<file path="src/rtl/reduce_arbiter.sv">
// -----------------------------------------------------------------------------
// reduce_arbiter
//   Shares one unary/reduction unit (NOT, AND-, OR-, XOR-reduce) between
//   N_REQ requesters. A round-robin arbiter grants one request at a time. The
//   winner's opcode and operand are captured in IDLE. The result is broadcast
//   for one cycle from EXEC, tagged with the requester id.
//
// Ports:
//   clk          system clock, all state changes on posedge
//   rst_n        asynchronous active-low reset
//   i_req        per-requester request, held until its ack is seen
//   i_op         per-requester opcode, requester i at [2i+1:2i]
//                (00 NOT, 01 AND, 10 OR, 11 XOR)
//   i_a          per-requester operand, requester i at [WIDTH*i +: WIDTH]
//   o_ack        one-hot one-cycle pulse: operand of that requester captured
//   o_busy       high while a transaction is in flight (EXEC)
//   o_res_valid  one-cycle pulse: result outputs valid
//   o_res_id     requester whose result is presented
//   o_res_vec    ~a for NOT, 0 for reductions
//   o_res_bit    &a / |a / ^a for reductions, 0 for NOT
//   o_done_cnt   completed transaction count, wraps at 16 bits
// -----------------------------------------------------------------------------
module reduce_arbiter #(
  parameter int N_REQ = 4,
  parameter int WIDTH = 8,
  parameter int ID_W  = 2
) (
  input  logic                   clk,
  input  logic                   rst_n,
  input  logic [N_REQ-1:0]       i_req,
  input  logic [2*N_REQ-1:0]     i_op,
  input  logic [WIDTH*N_REQ-1:0] i_a,
  output logic [N_REQ-1:0]       o_ack,
  output logic                   o_busy,
  output logic                   o_res_valid,
  output logic [ID_W-1:0]        o_res_id,
  output logic [WIDTH-1:0]       o_res_vec,
  output logic                   o_res_bit,
  output logic [15:0]            o_done_cnt
);

  typedef enum logic {
    ST_IDLE = 1'b0,
    ST_EXEC = 1'b1
  } state_t;

  localparam logic [1:0] OP_NOT = 2'b00;
  localparam logic [1:0] OP_AND = 2'b01;
  localparam logic [1:0] OP_OR  = 2'b10;
  localparam logic [1:0] OP_XOR = 2'b11;

  // One extra bit so pointer + offset can be formed before wrapping.
  localparam int SUM_W = ID_W + 1;

  // Registered state
  state_t            r_state;
  logic [ID_W-1:0]   r_ptr;
  logic [ID_W-1:0]   r_id;
  logic [1:0]        r_op;
  logic [WIDTH-1:0]  r_a;
  logic [N_REQ-1:0]  r_ack;
  logic              r_busy;
  logic              r_res_valid;
  logic [ID_W-1:0]   r_res_id;
  logic [WIDTH-1:0]  r_res_vec;
  logic              r_res_bit;
  logic [15:0]       r_done_cnt;

  // Next-state values
  state_t            w_state_next;
  logic [ID_W-1:0]   w_ptr_next;
  logic [ID_W-1:0]   w_id_next;
  logic [1:0]        w_op_next;
  logic [WIDTH-1:0]  w_a_next;
  logic [N_REQ-1:0]  w_ack_next;
  logic              w_busy_next;
  logic              w_res_valid_next;
  logic [ID_W-1:0]   w_res_id_next;
  logic [WIDTH-1:0]  w_res_vec_next;
  logic              w_res_bit_next;
  logic [15:0]       w_done_cnt_next;

  // Per-requester views of the packed opcode/operand buses
  logic [1:0]        w_op [N_REQ];
  logic [WIDTH-1:0]  w_a  [N_REQ];

  generate
    for (genvar gi = 0; gi < N_REQ; gi++) begin : g_unpack
      assign w_op[gi] = i_op[2*gi +: 2];
      assign w_a[gi]  = i_a[WIDTH*gi +: WIDTH];
    end
  endgenerate

  // Round-robin winner search. Offsets are scanned from the farthest to the
  // nearest so that the nearest requester at or above the pointer overwrites
  // the others and wins.
  logic              w_found;
  logic [ID_W-1:0]   w_win;

  always_comb begin
    logic [SUM_W-1:0] v_idx;
    w_found = 1'b0;
    w_win   = '0;
    v_idx   = '0;
    for (int k = N_REQ - 1; k >= 0; k--) begin
      v_idx = SUM_W'(r_ptr) + SUM_W'(k);
      if (v_idx >= SUM_W'(N_REQ)) begin
        v_idx = v_idx - SUM_W'(N_REQ);
      end
      if (i_req[ID_W'(v_idx)]) begin
        w_found = 1'b1;
        w_win   = ID_W'(v_idx);
      end
    end
  end

  // Next-state and output logic
  always_comb begin
    w_state_next     = r_state;
    w_ptr_next       = r_ptr;
    w_id_next        = r_id;
    w_op_next        = r_op;
    w_a_next         = r_a;
    w_ack_next       = '0;
    w_busy_next      = 1'b0;
    w_res_valid_next = 1'b0;
    w_res_id_next    = r_res_id;
    w_res_vec_next   = r_res_vec;
    w_res_bit_next   = r_res_bit;
    w_done_cnt_next  = r_done_cnt;

    case (r_state)
      ST_IDLE: begin
        if (w_found) begin
          w_id_next    = w_win;
          w_op_next    = w_op[w_win];
          w_a_next     = w_a[w_win];
          w_ack_next   = N_REQ'(1) << w_win;
          w_ptr_next   = (w_win == ID_W'(N_REQ - 1)) ? '0 : w_win + ID_W'(1);
          w_busy_next  = 1'b1;
          w_state_next = ST_EXEC;
        end
      end

      ST_EXEC: begin
        // Only the captured copies are used; live inputs may already carry
        // the requester's next transaction.
        w_res_valid_next = 1'b1;
        w_res_id_next    = r_id;
        w_res_vec_next   = '0;
        w_res_bit_next   = 1'b0;
        case (r_op)
          OP_NOT:  w_res_vec_next = ~r_a;
          OP_AND:  w_res_bit_next = &r_a;
          OP_OR:   w_res_bit_next = |r_a;
          OP_XOR:  w_res_bit_next = ^r_a;
          default: w_res_bit_next = 1'b0;
        endcase
        w_done_cnt_next = r_done_cnt + 16'd1;
        w_state_next    = ST_IDLE;
      end

      default: w_state_next = ST_IDLE;
    endcase
  end

  always_ff @(posedge clk or negedge rst_n) begin
    if (!rst_n) begin
      r_state     <= ST_IDLE;
      r_ptr       <= '0;
      r_id        <= '0;
      r_op        <= '0;
      r_a         <= '0;
      r_ack       <= '0;
      r_busy      <= 1'b0;
      r_res_valid <= 1'b0;
      r_res_id    <= '0;
      r_res_vec   <= '0;
      r_res_bit   <= 1'b0;
      r_done_cnt  <= '0;
    end else begin
      r_state     <= w_state_next;
      r_ptr       <= w_ptr_next;
      r_id        <= w_id_next;
      r_op        <= w_op_next;
      r_a         <= w_a_next;
      r_ack       <= w_ack_next;
      r_busy      <= w_busy_next;
      r_res_valid <= w_res_valid_next;
      r_res_id    <= w_res_id_next;
      r_res_vec   <= w_res_vec_next;
      r_res_bit   <= w_res_bit_next;
      r_done_cnt  <= w_done_cnt_next;
    end
  end

  assign o_ack       = r_ack;
  assign o_busy      = r_busy;
  assign o_res_valid = r_res_valid;
  assign o_res_id    = r_res_id;
  assign o_res_vec   = r_res_vec;
  assign o_res_bit   = r_res_bit;
  assign o_done_cnt  = r_done_cnt;

endmodule

</file>
<file path="config.mk">
export PLATFORM = sky130hd
export DESIGN_NAME = reduce_arbiter
export DESIGN_NICKNAME = d
export VERILOG_FILES = /design/src/rtl/reduce_arbiter.sv
export SDC_FILE = /design/constraint.sdc
export NUM_CORES = 1
export LEC_CHECK = 0
export ABC_AREA = 1
export CAP_MARGIN = 20
export CORE_MARGIN = 4
export CORE_UTILIZATION = 40
export CTS_CLUSTER_SIZE = 10
export DETAILED_ROUTE_END_ITERATION = 6
export PLACE_DENSITY = 0.7
export SYNTH_ARGS = -nofsm -noshare
export SYNTH_HDL_FRONTEND = slang
export SYNTH_SLANG_ARGS = --single-unit
</file>
<file path="constraint.sdc">
create_clock -name clk -period 2.55 [get_ports clk]
set_clock_uncertainty 0.15 [all_clocks]
set_input_delay 0.765 -clock clk [delete_from_list [all_inputs] [get_ports clk]]
set_output_delay 0.765 -clock clk [all_outputs]
set_load 0.02 [all_outputs]
</file>
==> results of run 1 <==
[layout make-up]
type	instances	area (um2)	share of cell area, %
timing repair buffer	98	926	24.6
multi-input combinational	226	1220	32.5
clock inverter	1	30.0	0.798
tap	77	96.3	2.56
inverter	64	240	6.38
sequential	47	1180	31.2
clock buffer	6	72.6	1.93
[cell usage after synthesis, types with 5 or more instances]
cell,number,area (um2)
xor2_1,11,96.3
inv_1,62,233
xnor2_1,6,52.6
buf_2,5,25.0
nand3_1,45,225
ha_1,10,125
dfrtp_1,47,1180
nand4_1,6,37.5
nor2_1,19,71.3
nand2_2,5,31.3
o211ai_1,5,37.5
nand2_1,93,349
[kinds of logic (layout without fill, tap and decap cells)]
family,Yosys count,after routing
adder cells (fa/ha/maj),10,10
AO/OA/AOI/OAI,17,17
flip-flops,47,47
XOR/XNOR,17,17
AND/OR/NAND/NOR,182,182
buffers and inverters,75,169
[flip-flops by register name, indices dropped and copies added, names as in the netlist]
| name | flops |
|---|---|
| o_res_vec | 8 |
| r_a | 8 |
| r_ptr | 2 |
| r_op | 2 |
| r_id | 2 |
| o_done_cnt | 16 |
| o_res_valid | 1 |
| o_res_id | 2 |
| o_ack | 4 |
| o_res_bit | 1 |
| o_busy | 1 |
[power breakdown]
group | internal, W | switching, W
registers | 0.00104 | 0.000241
clock network | 0.000287 | 0.000235
logic | 0.00128 | 0.00163
total | 0.00260 | 0.00210
[metal layers]
metal,routed length [um],GRT usage (%),part of all wire [%]
met1,2750,19.4,45
met2,2860,26.9,47
met3,381,3.59,6.3
met4,68,3.95,1.1
met5,0,0,0
[metrics by stage]
step / instance area (um2) / power (W) / utilization (%) / worst slack, ns
6_report: 3760 / 0.00471 / 58.6 / 0.141
2_1_floorplan: 2690 / 0.00317 / - / 0.453
4_1_cts: 3730 / 0.00467 / 58.1 / 0.0642
5_1_grt: 3760 / 0.00521 / 58.6 / -0.0415
3_3_place_gp: 3630 / 0.00403 / 56.5 / -0.151
3_5_place_dp: 3630 / 0.00413 / 56.5 / -0.270
[layout by cell type, fill, tap and decap left out, types with 2 or more instances in the layout]
master	n
nand4_1	6
xnor2_1	6
ha_1	10
a211oi_1	3
or2_0	3
nand2_1	93
nor3_1	3
nand2_2	4
clkdlybuf4s50_1	77
inv_2	2
o21ai_2	2
nor2_1	18
dfrtp_1	47
o211ai_1	5
or2_2	3
and3_1	2
nand3_1	43
inv_1	62
nand3_2	3
xor2_1	11
clkbuf_8	5
buf_4	20
[final timing paths]
| check | from | to | slack (ns) | depth (start not counted) |
|---|---|---|---|---|
| hold reg to reg | r_id[1] | o_res_id[1] | 0.34 | 2 |
| setup reg to reg | r_ptr[0] | r_ptr[1] | 0.32 | 12 |
| setup / recovery | i_req[1] | r_a[4] | 0.14 | 12 |
| hold / removal | rst_n | o_done_cnt[8] | 0.21 | 1 |
| min in group clk | r_id[1] | o_res_id[1] | 0.34 | 2 |
| max in group asynchronous | rst_n | o_done_cnt[0] | 1.48 | 2 |
[repair_timing]
item                                    CTS  global route
buffers inserted                          0             2
hold buffers                              0             0
resized for setup                         0             5
endpoints found under the setup margin    0             9
[critical path, stage by stage]
cell and delay [ns]:
clkdlybuf4s50_1 0.47, inv_1 0.06, o21ai_2 0.13, nand2_1 0.11, nand3_2 0.12, nand2_1 0.07, nand2_2 0.09, nand2_4 0.09
buf_4 0.18, or2_0 0.20, nand3_1 0.08, nand3_1 0.07
==> results.toml, run 1 <==
[outcome]
outcome = "completed"

[cts]
cts_htree_levels = 2
cts_buffers = 5
clock_sinks = 47
cts-root-buf = "clkbuf_8"
insertion_delay_ns = 0.30
clkTransAtPathRegs_ns = 0.08
cts_tree = "yes"
cts_buffer_depth = 2

[detailed_routing]
drtIter0Drc = 72
antenna_left = 0
wire_per_inst_um = 11.7
first_pass_iters = 4
viasPerCell = 4.71
drt-total-wl_mm = 6.06
drc = 0
num_vias = 2447

[synth]
synth_fp_nets = 404
ys_types = 33
ys.flop_type = "dfrtp_1"
syn_area_mm2 = 0.00269
synth_compound_area_share_pct = 4.42
synth_top_family_by_area = "simple AND/OR/NAND/NOR gates"
synth_mux_area_share_pct = 0
synth-edff-count = 0
ys_seq_area_share_pct = 43.7
syn-instance-count = 348
async_flop_share_pct = 100
synth-seq-cells = 47
synthAdderAreaFrac_pct = 4.65
synthXorXnorAreaFrac_pct = 5.54
synth_simple_gate_area_share_pct = 30.1
yosys_warnings = 0
syn_area_per_cell_um2 = 7.73

[sta]
fmax_mhz = 415
period_needed_ns = 2.41
setup_violations = 0
period_share_pct = 94.5
drv_slew = 0
worst_slew_pin_slew_ns = 0.456
slew_headroom_pct = 69.6
whs_ns = 0.214
final-hold-violation-count = 0
fin_tns_setup_ns = 0

[power_and_ir_drop]
power_per_cell_area_mw_per_mm2 = 1250
p_leak_nw = 1.97
worst_ir_drop_vdd_v = 0.000583

[global_route]
antenna_found_initial = 0
grt_max_degree = 22
grt_pass1_wl_mm = 10.7
grt_pass1_vias = 2478
track_usage_pct = 15.5
grt_overflow_total = 0

[die]
ioPinCount = 79
fp.dieW_um = 90.0
core_mm2 = 0.00642
start_util_pct = 41.9
die_h_um = 90.0
dieArea_mm2 = 0.00810
fp-row-count = 29

[setup_path]
end_kind = "register"
worstPathRequired_ns = 2.58
crit_type = "in2reg"
worstSetupStartpointType = "primary input"
path_max_fanout = 13
arrival_ns = 2.44

[placed_design]
place_hpwl_mm = 4.91
dp.cells = 510
place.gp.congestion = 0.829
portBuffers = 78

[final_layout]
syn_to_final_growth_pct = 40.0
layout.nets = 498
drive_gt1_share_pct = 9.95
antennaDiodeCount = 0
fill_cells = 591
final_cells = 519

[run]
maxCapViolations = 0

[min_path]
min_path_type = "in2async"
Power figures use the tool's default switching activity.
==> inputs of run 2 (changes only) <==
- ABC_AREA: 1 -> not set
- CORE_ASPECT_RATIO: not set -> 1.75
- PLACE_DENSITY: 0.7 -> 0.72
==> run 2 against run 1 <==
Register-to-register slack better by 0.38 ns. Critical path depth fell by 11. Maximum frequency is 3.0% higher. Clock power grew 21%. Global-route usage is 0.24 points lower. Die area down 8.7%.
==> results.toml, run 2 <==
[setup_path]
slowest_stage = "clkdlybuf4s50_1"
path_delay_family = "buffers and inverters"
crit_chain = "clkdlybuf4s50_1"
path_depth = 1
worstSetupStartpointType = "register"
arrival_ns = 1.42
worstRegToRegCells = 6
max_stage_delay_ns = 0.65
cp_num_buf_inv = 1
worstPathRequired_ns = 1.64
end_kind = "primary output"
path_max_fanout = 6
crit_type = "reg2out"

[min_path]
min_path_type = "in2async"

[final_layout]
largest_register_ff_count = 16
antennaDiodeCount = 0
layout.nets = 355
fill_cells = 558
final_util_pct = 58.4
most-common-layout-cells = "77 x clkdlybuf4s50_1, 47 x dfrtp_1, 28 x mux2i_1, 24 x nand2_1, 16 x nor2_1"
final_common_cell = "clkdlybuf4s50_1"
drive_gt1_share_pct = 7.67
syn_to_final_growth_pct = 42.1
final_cells = 378

[cts]
cts_buffer_depth = 2
cts_hold_buffers = 0
cts_htree_levels = 2
insertion_delay_ns = 0.29
cts-root-buf = "clkbuf_8"
clock_sinks = 47
cts_buffers = 5
cts_resized = 0
cts_tree = "yes"
postCtsSetupBuffers = 0
clkTransAtPathRegs_ns = 0.08

[synth]
yosys-top-cells-count = "47 x dfrtp_1, 28 x mux2i_1, 24 x nand2_1"
syn_area_per_cell_um2 = 11.1
synthDominantCellAreaShare_pct = 48.7
ys.flop_type = "dfrtp_1"
async_flop_share_pct = 100
synth-edff-count = 0
yosys_warnings = 0
ys_top_cells_by_area = "dfrtp_1 49%, mux2i_1 12%, ha_1 5.2%"
yosysTopAreaCell = "dfrtp_1"
synth-seq-cells = 47
yosysMostFrequentCell = "dfrtp_1"
synth_fp_nets = 274
syn-instance-count = 218
syn_area_mm2 = 0.00241
ys_seq_area_share_pct = 48.7
ys_types = 33

[power_and_ir_drop]
p_seq_share_pct = 35.9
p_leak_nw = 1.60
power_w = 0.00346
intPower_w = 0.00222
swShare_pct = 36.0
combPwrFrac_pct = 45.9
p_clk_share_pct = 18.3
worst_ir_drop_vdd_v = 0.000486
switchingPower_w = 0.00125
power_per_cell_area_mw_per_mm2 = 1010

[run]
maxCapViolations = 0

[sta]
fin_ws_ns = 0.210
setup_violations = 0
fmax_mhz = 427
rsz0062_at_grt = "no"
whs_ns = 0.298
slew_headroom_pct = 63.2
drv_slew = 0
final-hold-violation-count = 0
worst_slew_pin_slew_ns = 0.553
period_needed_ns = 2.34
period_share_pct = 91.8

[placed_design]
dp.cells = 370
place.gp.congestion = 0.766
portBuffers = 78
place_hpwl_mm = 4.17
post-place-ws_ns = -0.0743

[die]
start_util_pct = 41.1
fp-row-count = 37
core_mm2 = 0.00588
dieArea_mm2 = 0.00739
fp.dieW_um = 66.7
ioPinCount = 79
die_h_um = 111

[detailed_routing]
drtIter0Drc = 45
num_vias = 1845
first_pass_iters = 4
drt-total-wl_mm = 5.20
wire_per_inst_um = 13.8
antenna_left = 0
viasPerCell = 4.88
drc = 0

[global_route]
track_usage_pct = 15.2
grt_pass1_wl_mm = 8.81
grt_max_degree = 25
grt_overflow_total = 0
grt_pass1_vias = 1915
antenna_found_initial = 0

[outcome]
outcome = "completed"
[run 2: changes by cell type after synthesis, sizes merged, moves of 4 or more]
| cell | before | now |
|---|---|---|
| or2 | 6 | 1 |
| nand2 | 98 | 24 |
| inv | 64 | 15 |
| nand3 | 46 | 6 |
| o211ai | 5 | 0 |
| nand2b | 0 | 4 |
| xnor2 | 6 | 10 |
| o221ai | 1 | 10 |
| mux2i | 0 | 28 |
[run 2: routing by layer]
| metal | part of all wire (%) | track usage, % | wire length, um |
|---|---|---|---|
| met1 | 36 | 16.8 | 1880 |
| met2 | 57 | 28.2 | 2980 |
| met3 | 4.9 | 2.33 | 254 |
| met4 | 1.6 | 5.29 | 83 |
| met5 | 0 | 0 | 0 |
[run 2: area by class of cell]
class | count | area [um2] | share of cell area [%]
Timing Repair Buffer | 84 | 858 | 25.0
Inverter | 15 | 56.3 | 1.64
Clock inverter | 2 | 60.1 | 1.75
Sequential cell | 47 | 1180 | 34.3
Multi-Input combinational cell | 146 | 1110 | 32.4
Clock buffer | 6 | 72.6 | 2.11
Tap cell | 78 | 97.6 | 2.84
[run 2: final timing paths]
| kind | start | to | slack, ns |
|---|---|---|---|
| worst min register to register | o_done_cnt[15] | o_done_cnt[15] | 0.33 |
| min in group clk | o_done_cnt[15] | o_done_cnt[15] | 0.33 |
| max in group asynchronous | rst_n | r_a[4] | 1.43 |
| worst max register to register | o_done_cnt[0] | o_done_cnt[10] | 0.70 |
| worst min-delay path | rst_n | o_done_cnt[2] | 0.30 |
| worst max-delay path | o_done_cnt[6] | o_done_cnt[6] | 0.21 |
[run 2: per-stage QoR]
step	TNS, ns	instance area [um2]
3_3_place_gp	-0.143	3300
2_1_floorplan	0	2410
6_report	0	3430
4_1_cts	0	3430
3_5_place_dp	-0.345	3300
5_1_grt	0	3430
[run 2: logic make-up (layout without fill, tap and decap cells)]
logic type | Yosys count | count (layout) | synth area share, %
buffers and inverters | 25 | 107 | 5.28
AND/OR/NAND/NOR | 67 | 67 | 14.8
XOR/XNOR | 18 | 18 | 6.53
adder cells (fa/ha/maj) | 10 | 10 | 5.18
flip-flops | 47 | 47 | 48.7
AO/OA/AOI/OAI | 20 | 20 | 6.48
multiplexers | 31 | 31 | 13.0
[run 2: power groups by stage]
stage / combinational, W / clock, W / sequential (W)
2_1_floorplan: 0.000859 / 0 / 0.00140
3_3_place_gp: 0.00159 / 0 / 0.00125
3_5_place_dp: 0.00162 / 0 / 0.00126
4_1_cts: 0.00163 / 0.000654 / 0.00125
5_1_grt: 0.00176 / 0.000682 / 0.00129
6_report: 0.00159 / 0.000632 / 0.00124
==> inputs of run 3 (changes only) <==
- CORE_MARGIN: 4 -> 10
==> run 3 against run 2 <==
Cell count unchanged. Critical path depth stayed put. Clock power decreased by 25%. Sequential share of layout area is 0.34 points higher. Core utilization shrank 0.57 points. Setup slack lost 0.0084 ns. Count of clock-buffer cells in the layout did not move. First-iteration DRC count rose by 69%. Wire length up 9.7%. Flip-flop and latch count did not move. Critical path type unchanged. Largest cell class unchanged.
==> results.toml, run 3 (synthesized netlist as in run 2, its figures left out) <==
[cts]
postCtsSetupBuffers = 0
cts_buffer_depth = 2
cts_tree = "yes"
cts_resized = 0
insertion_delay_ns = 0.29
cts_hold_buffers = 0
cts_buffers = 5
clkTransAtPathRegs_ns = 0.09
clock_sinks = 47
cts_htree_levels = 2
cts-root-buf = "clkbuf_8"

[setup_path]
cp_num_buf_inv = 1
max_stage_delay_ns = 0.66
reg2reg_to = "o_done_cnt[10]"
crit_type = "reg2out"
rr_startpoint = "o_busy"
worstSetupStartpointType = "register"
reg2reg_slack_ns = 0.73
path_delay_family = "buffers and inverters"
arrival_ns = 1.43
path_max_fanout = 6
worstRegToRegCells = 6
worstPathRequired_ns = 1.64
slowest_stage = "clkdlybuf4s50_1"
crit_chain = "clkdlybuf4s50_1"
end_kind = "primary output"

[final_layout]
drive_gt1_share_pct = 8.00
antennaDiodeCount = 0
fill_cells = 538
largest_register_ff_count = 16
regArea_mm2 = 0.00118
final_cells = 378
final_common_cell = "clkdlybuf4s50_1"
most-common-layout-cells = "77 x clkdlybuf4s50_1, 47 x dfrtp_1, 28 x mux2i_1, 24 x nand2_1, 16 x nor2_1"
syn_to_final_growth_pct = 40.7
multi_input_area_mm2 = 0.00111
layout.nets = 355

[detailed_routing]
wire_per_inst_um = 15.1
drtIter0Drc = 76
drt-total-wl_mm = 5.70
num_vias = 1839
drc = 0
antenna_left = 0
viasPerCell = 4.87
first_pass_iters = 4

[placed_design]
dp.cells = 370
place.gp.congestion = 0.803
portBuffers = 78
place_hpwl_mm = 4.67

[die]
fp-row-count = 37
fp.dieW_um = 78.7
ioPinCount = 79
core_mm2 = 0.00588
die_h_um = 123
dieArea_mm2 = 0.00967
start_util_pct = 41.1

[global_route]
grt_overflow_total = 0
track_usage_pct = 12.0
antenna_found_initial = 0
grt_pass1_vias = 1946
grt_max_degree = 25
grt_pass1_wl_mm = 9.47

[sta]
final-hold-violation-count = 0
period_share_pct = 92.1
whs_ns = 0.313
slew_headroom_pct = 60.5
worst_slew_pin_slew_ns = 0.593
rsz0062_at_grt = "no"
drv_slew = 0
fmax_mhz = 426
setup_violations = 0
period_needed_ns = 2.35

[outcome]
outcome = "completed"

[run]
maxCapViolations = 0

[power_and_ir_drop]
worst_ir_drop_vdd_v = 0.000460
power_per_cell_area_mw_per_mm2 = 977
p_leak_nw = 1.58
power_w = 0.00332

[min_path]
min_path_type = "in2async"
[run 3: cell type report]
class                           count  area share [%]
Tap cell                           78            2.87
Clock inverter                      2           0.479
Inverter                           15            1.66
Multi-Input combinational cell    146            32.7
Sequential cell                    47            34.6
Timing Repair Buffer               84            25.3
Clock buffer                        6            2.43
[run 3: metrics by stage]
stage	utilization (%)	instance area, um2	setup WS (ns)	TNS, ns
2_1_floorplan	-	2410	0.480	0
3_3_place_gp	56.1	3300	-0.0728	-0.204
3_5_place_dp	56.1	3300	-0.0881	-0.670
4_1_cts	57.8	3400	0.181	0
5_1_grt	57.8	3400	0.0789	0
6_report	57.8	3400	0.202	0
[run 3: metal layers]
layer | vias to the layer above | GRT usage (%) | share of wire (%)
li1 | 910 | - | -
met1 | 865 | 12.0 | 36
met2 | 60 | 22.2 | 55
met3 | 4 | 3.81 | 7.4
met4 | 0 | 4.73 | 1.2
met5 | - | 0 | 0
[run 3: worst max path at each step]
stage                  start  slack (ns)  depth (start not counted)             to
2_1_floorplan       i_req[2]        0.48                          9       r_ptr[1]
3_5_place_dp        i_req[0]       -0.09                          6         r_a[6]
5_1_grt             i_req[0]        0.08                          6         r_a[6]
4_1_cts        o_done_cnt[6]        0.18                          1  o_done_cnt[6]
6_report       o_done_cnt[6]        0.20                          1  o_done_cnt[6]
3_3_place_gp        i_req[0]       -0.07                          7        r_op[0]
[run 3: where the power goes]
part	leakage, nW	internal [W]	total [W]	switching (W)
Clock	0.0474	0.000221	0.000474	0.000253
Sequential	0.599	0.00101	0.00124	0.000228
Combinational	0.934	0.000815	0.00161	0.000794
Total	1.58	0.00205	0.00332	0.00127
